==> config.mk <==
export PLATFORM = sky130hd
export DESIGN_NAME = lcd_timing_controller
export DESIGN_NICKNAME = d
export VERILOG_FILES = /design/src/rtl/lcd_timing_controller.sv
export SDC_FILE = /design/constraint.sdc
export NUM_CORES = 1
export LEC_CHECK = 0
export BUFFER_PORTS_ARGS = -buffer_cell sky130_fd_sc_hd__buf_2
export CAP_MARGIN = 20
export CORE_MARGIN = 10
export CORE_UTILIZATION = 48
export DETAILED_ROUTE_END_ITERATION = 8
export PLACE_DENSITY = 0.7
export SETUP_SLACK_MARGIN = 0.5
export SLEW_MARGIN = 15
export SYNTH_ARGS = -nofsm -noshare
export SYNTH_HDL_FRONTEND = slang
export SYNTH_SLANG_ARGS = --single-unit
==> constraint.sdc <==
create_clock -name clk -period 5.2 [get_ports clk]
set_input_delay 1.04 -clock clk [delete_from_list [all_inputs] [get_ports clk]]
set_output_delay 1.04 -clock clk [all_outputs]
set_load 0.005 [all_outputs]
==> src/rtl/lcd_timing_controller.sv <==
// rtl/lcd_timing_controller.sv - LCD dot/line timing, mode decode, busy flags and interrupt pulses
module lcd_timing_controller #(
    parameter int DOTS_PER_LINE = 456,
    parameter int OAM_DOTS      = 80,
    parameter int XFER_DOTS     = 172,
    parameter int VISIBLE_LINES = 144,
    parameter int TOTAL_LINES   = 154
) (
    input  logic       clk,
    input  logic       rst_n,
    input  logic       lcd_enable,
    input  logic [7:0] lyc,
    input  logic [3:0] stat_ie,
    output logic       drawline,
    output logic [7:0] ly,
    output logic [1:0] mode,
    output logic       lyc_match,
    output logic       vblank_irq,
    output logic       stat_irq,
    output logic       oam_busy,
    output logic       vram_busy
);

    localparam logic [8:0] LAST_DOT  = 9'(DOTS_PER_LINE - 1);
    localparam logic [8:0] OAM_LAST  = 9'(OAM_DOTS - 1);
    localparam logic [8:0] OAM_END   = 9'(OAM_DOTS);
    localparam logic [8:0] XFER_END  = 9'(OAM_DOTS + XFER_DOTS);
    localparam logic [7:0] VIS_LINES = 8'(VISIBLE_LINES);
    localparam logic [7:0] LAST_VIS  = 8'(VISIBLE_LINES - 1);
    localparam logic [7:0] LAST_LINE = 8'(TOTAL_LINES - 1);

    logic [8:0] dot;
    logic [8:0] dot_next;
    logic [7:0] ly_next;
    logic [1:0] mode_next;
    logic       end_of_line;
    logic       lyc_match_next;
    logic       stat_line;
    logic       stat_line_next;

    function automatic logic [1:0] decode_mode(input logic [8:0] d, input logic [7:0] l);
        if (l >= VIS_LINES)
            return 2'd1;
        else if (d < OAM_END)
            return 2'd2;
        else if (d < XFER_END)
            return 2'd3;
        else
            return 2'd0;
    endfunction

    assign end_of_line = (dot == LAST_DOT);

    always_comb begin
        dot_next = 9'd0;
        ly_next  = 8'd0;
        if (lcd_enable) begin
            if (end_of_line) begin
                dot_next = 9'd0;
                ly_next  = (ly == LAST_LINE) ? 8'd0 : ly + 8'd1;
            end else begin
                dot_next = dot + 9'd1;
                ly_next  = ly;
            end
        end
    end

    // STAT sources are evaluated on next-state values so the pulse lines up
    // with the cycle the condition becomes visible (e.g. alongside vblank_irq).
    always_comb begin
        mode_next      = decode_mode(dot_next, ly_next);
        lyc_match_next = (ly_next == lyc);
        stat_line_next = (stat_ie[0] && mode_next == 2'd0) ||
                         (stat_ie[1] && mode_next == 2'd1) ||
                         (stat_ie[2] && mode_next == 2'd2) ||
                         (stat_ie[3] && lyc_match_next);
    end

    always_ff @(posedge clk or negedge rst_n) begin
        if (!rst_n) begin
            dot        <= 9'd0;
            ly         <= 8'd0;
            lyc_match  <= 1'b0;
            drawline   <= 1'b0;
            vblank_irq <= 1'b0;
            stat_irq   <= 1'b0;
            stat_line  <= 1'b0;
        end else if (!lcd_enable) begin
            dot        <= 9'd0;
            ly         <= 8'd0;
            lyc_match  <= lyc_match_next;
            drawline   <= 1'b0;
            vblank_irq <= 1'b0;
            stat_irq   <= 1'b0;
            stat_line  <= 1'b0;
        end else begin
            dot        <= dot_next;
            ly         <= ly_next;
            lyc_match  <= lyc_match_next;
            drawline   <= (dot == OAM_LAST) && (ly < VIS_LINES);
            vblank_irq <= end_of_line && (ly == LAST_VIS);
            stat_irq   <= stat_line_next && !stat_line;
            stat_line  <= stat_line_next;
        end
    end

    // Mode is held at 0 while off or in reset so the CPU sees VRAM/OAM free.
    assign mode      = (lcd_enable && rst_n) ? decode_mode(dot, ly) : 2'd0;
    assign oam_busy  = (mode == 2'd2) || (mode == 2'd3);
    assign vram_busy = (mode == 2'd3);

endmodule
After elaboration in Yosys (flattened, before gate mapping)
Index checks and enable logic that the tools add are counted. Widths: inputs -> output; s select.

Register bits: 22. Bits in latches: 0. RAM bits: 0. Memory bits (read-only): 0. Input port bits: 15. Output and inout port bits: 16. Word-level logic and storage cells: 57. Memories: 0.

$add $sub $neg: 2. $mul: 0. Div/mod/pow operators: 0. Magnitude comparators: 7. Equality and inequality tests: 9. Shift operators: 0. Mux-type cells: 18. Bitwise operators: 0. Reduce and logical (&&, ||, !) cells: 14.

Operators with widths (number): $mux 8 (4); $mux 9 (3); $lt 9x7->1 const B (2); $lt 9x8->1 const B (2); $eq 8x8->1 const B (2); $ge 8x8->1 const B (2); $mux 2 (7); $add 9x1->9 const B (1); $eq 9x7->1 const B (1); $eq 9x9->1 const B (1); $add 8x1->8 const B (1); $eq 8x8->1 (1); $logic_and 1x1->1 (8); $lt 8x8->1 const B (1); $eq 2x2->1 const B (3); $logic_or 1x1->1 (4); $mux 1 (4); $eq 2x1->1 const B (1); $logic_not 2->1 (1); $logic_not 1->1 (1).

Logic depth before layout (Yosys ltp)
Depth after elaboration: 14. Depth in mapped cells: 10.

Least setup slack after synthesis
No wires, ideal clock.

Path kind: input to output. Start: in lcd_enable. End: out vram_busy. Data arrival time: 1833 ps. Data required time: 4160 ps. Slack: 2327 ps. Cell stages on the path: 4. Path buffers: 1. Path through: clkbuf_1 nand2_1 nor3_1 nor2b_1.

Cells in the longest elaborated chain, start to end: 3.

RTL lines: start: declaration (line 11) `input logic lcd_enable,`; $logic_and 1x1->1 (line 108) `assign mode = (lcd_enable && rst_n) ? decode_mode(dot, ly) : 2'd0;`; $mux 2 (line 108); net mode[1] (line 16) `output logic [1:0] mode,`; $eq 2x2->1 (line 110) `assign vram_busy = (mode == 2'd3);`; end: declaration (line 21) `output logic vram_busy`.

The timed path passes the listed nets, and every way through them passes these cells.

Worst setup path after layout
Start: in rst_n. End: out vram_busy.

Cells in the longest elaborated chain, start to end: 3.

RTL lines: start: declaration (line 10) `input logic rst_n,`; $logic_and 1x1->1 (line 108); $mux 2 (line 108); $eq 2x2->1 (line 110).

No other way between the ends.

==> impl_results.md <==
- Synth Area in Simple Gates: 36.41%
- Non-filler cells, final: 293
- Clk_skew: 0.005860 ns
- Layout cells sized above 1: around 16%
- Die Area: 6687 um^2
- RSZ-0062 raised after global routing: no
- Die width: 81.78 um
- RR Endpoint: stat_irq$_DFF_PN0_
- Layout Nets: ~270
- Remaining DRCs: 0
- Status: complete, no violations
- DRT Wirelength: 5.178 mm
- Worst EP arrival: ~2.2 ns
- CTS resizes: 0
- Post-Place Setup Slack: 1.958 ns
- M2 GR Usage: 21.63%
- Peak Freq: 313.9 MHz
- Clk buf depth: 2
- GR Util met1: 23.36%
- Initial antenna violation count: 0
- Flops & latches, synth: 22
- Top FF cell, synth: dfrtp_1
- CTS Hold Buffers Added: 0
- Vias per cell: 6.334
- Clock sink count: 22
- GPL Wtd Cong: approximately 0.9
- Switching share of power: between 20 and 25%
- Worst skew pair latency: 0.26 ns
- Complex-gate fraction of the synthesized area: 19.95%
- Clock power frac: 36.9%
- Final min period: 3.186 ns
- Hold Crit Start: stat_line$_DFF_PN0_
- Ys Warns: 0
- Routed WL per cell: 17.67 um
- Final worst setup slack: between 2 and 2.5 ns
- HPWL Detailed: 3.798 mm
- Total negative slack: 0 ns
- Fin crit share: 61.26%
- Detailed Route Iter0 Violations: 293
- Post-Synth Adder-Cell Area: 2.732%
- Internal power: approximately 260 uW
- R2r startpoint: dot[0]$_DFF_PN0_
- Post-Synthesis Cell Area: 1832 um^2
- Die height: roughly 82 um
- HP Class: flip-flop to flip-flop
- Reg2reg setup slack: 2.29 ns
- Gr usage total: 15.57%
- Worst Path Max Fanout: 23
- Syn Nets: 243
- Clk slew on worst S/H paths: 0.08 ns
- Worst Tran Pin Value: 0.7193 ns
- Hold endpoint: stat_irq$_DFF_PN0_
- Largest family of logic cells by synthesized area: simple AND/OR/NAND/NOR gates
- Global route hottest layer: met1
- Area growth from synthesis to layout: 11.07%
- GR Overflow Total: 0
- Peak VDD IR: 92.29 uV
- DR vias: 1856
- Rows: 22
- Post-CTS Repair Setup Buffers: 0
- Clock Tree Root: clkbuf_8
- Max Cap Violations: 0
- Startpoint Class: input pin
- CP endpoint kind: primary output
- Yosys cell types: 58
- Htree depth: 1
- P_sw: 82.99 uW
- Combinational Power Share: 11.0%
- Max Slew Vio Count: 0
- I/O Buffers: 30
- Async S/R FF share, synth: between 90% and 100%
- Fraction of synthesized area in multiplexers: 1.093%
- Fin. Hold Viols: 0
- Xor-xnor portion of the synthesized cell area: 4.303%
- Post-DRT Antenna Nets: 0
- Antenna Diode Count: 0
- WHS Path Cells: 1
- CTS Buf Count: 3
- Ports: 31
- Core ar.: 3689 um^2
- Dpl cells: 289
- Cells after Synth: around 220
- Avg Cell Area, Syn: 8.177 um^2
- CTS tree: done
- R2R cell count: 8
- CP required: 4.16 ns
- Drt first pass iters: 5
- Final hold slack: 0.4041 ns
- WS Path Type: input pin to primary output
- First-pass GRT wire length: approximately 8.3 mm
- Leak pwr: just under 0.9 nW
- Cell Pwr Density: 166.3 nW/um^2
- Number of enable flip-flop cells after synthesis: 0
- Sequential area share after synthesis: 30.05%
- Setup violations, final: 0
- Normalized max-slew margin: approximately 52%
- Vias in the first global route: 1641
- Starting Density: roughly 50%
- Largest net degree at the start of global routing: 24
- Part of the power in registers: 52.1%
- Met3 GRT Util: under 10%
==> worst max path at each step <==
stage                     cells after the start  slack, ns  startpoint   endpoint
after floorplan                               4       2.33  lcd_enable  vram_busy
after global placement                        5       2.04       rst_n  vram_busy
after detailed placement                      5       1.96       rst_n  vram_busy
after CTS                                     5       1.95       rst_n  vram_busy
after global routing                          5       1.83       rst_n  vram_busy
final                                         5       2.01       rst_n  vram_busy
==> critical path: stages <==
cell and delay (ns):
buf_2 0.43, nand2_1 0.18, nor3_1 0.23, nor2b_1 0.15, buf_2 0.12
==> cell usage in the layout (no fill, tap or decap), types with 5 or more instances in the layout <==
cell	n
and3_1	7
dfrtp_1	22
a21oi_1	9
nor2_1	17
nand3_1	13
nor2b_1	9
nor3_1	10
nand2b_1	5
xnor2_1	7
inv_1	10
nand2_1	17
o21ai_0	10
buf_2	30
==> kinds of logic (layout without fill, tap and decap cells) <==
group / Yosys count / after routing
flip-flops: 22 / 22
buffers and inverters: 23 / 44
XOR/XNOR: 9 / 9
adder cells (fa/ha/maj): 4 / 4
AO/OA/AOI/OAI: 53 / 53
AND/OR/NAND/NOR: 111 / 111
multiplexers: 2 / 2
==> cells in the mapped netlist, types with 2 or more instances <==
| cell | instances | area share (%) |
|---|---|---|
| dfrtp_1 | 22 | 30 |
| nand2_1 | 17 | 3.5 |
| nor2_1 | 17 | 3.5 |
| nand3_1 | 13 | 3.6 |
| inv_1 | 10 | 2.0 |
| nor3_1 | 10 | 2.7 |
| o21ai_0 | 10 | 2.7 |
| a21oi_1 | 9 | 2.5 |
| nor2b_1 | 9 | 3.1 |
| and3_1 | 7 | 2.4 |
| clkbuf_1 | 7 | 1.4 |
| xnor2_1 | 7 | 3.3 |
| nand2b_1 | 5 | 1.7 |
| buf_2 | 4 | 1.1 |
| ha_1 | 4 | 2.7 |
| o211ai_1 | 4 | 1.6 |
| a211oi_1 | 3 | 1.2 |
| and2_1 | 3 | 1.0 |
| nand4_1 | 3 | 1.0 |
| nand4b_1 | 3 | 1.4 |
| nor3b_1 | 3 | 1.2 |
| nor4_1 | 3 | 1.0 |
| or3_1 | 3 | 1.0 |
| a21o_1 | 2 | 0.82 |
| a22o_1 | 2 | 0.96 |
| a22oi_1 | 2 | 0.82 |
| a311o_1 | 2 | 1.1 |
| a31oi_1 | 2 | 0.68 |
| and4_1 | 2 | 0.96 |
| and4b_1 | 2 | 1.1 |
| mux2i_1 | 2 | 1.1 |
| o2111ai_1 | 2 | 0.96 |
| o21ai_1 | 2 | 0.55 |
| o41ai_1 | 2 | 0.96 |
| or4_1 | 2 | 0.82 |
| xor2_1 | 2 | 0.96 |
==> per-layer routing <==
metal	wire, um	share of wire, %
met4	56	1.1
met5	0	0
met1	2444	47
met3	512	9.9
met2	2165	42
==> flip-flops by register name, indices dropped and copies added (netlist names) <==
name        flops
lyc_match       1
vblank_irq      1
dot             9
drawline        1
stat_irq        1
stat_line       1
ly              8
==> through the flow <==
stage               utilization [%]  cell area [um^2]  power, mW
detailed placement            53.66              1979     0.2166
global placement              53.66              1979     0.2162
finish                        55.16              2034     0.3382
CTS                           55.16              2034     0.3409
global route                  55.16              2034     0.3538
floorplan                         -              1832     0.1983
==> final cells by class <==
class	instances	area (um^2)
multi-input cells	179	1181
fillers	359	1654
repair buffers	30	150.1
flip-flops and latches	22	550.5
inverters	10	37.54
clock buffers	4	55.05
well taps	48	60.06
==> power by group through the flow <==
stage	Sequential (mW)	Clock [mW]	Combinational [mW]
after floorplan	0.178	0	0.0198
after global placement	0.180	0	0.0366
after detailed placement	0.180	0	0.0370
after CTS	0.176	0.128	0.0371
after global routing	0.177	0.135	0.0413
final	0.176	0.125	0.0373
(Power assumes the default switching activity.)
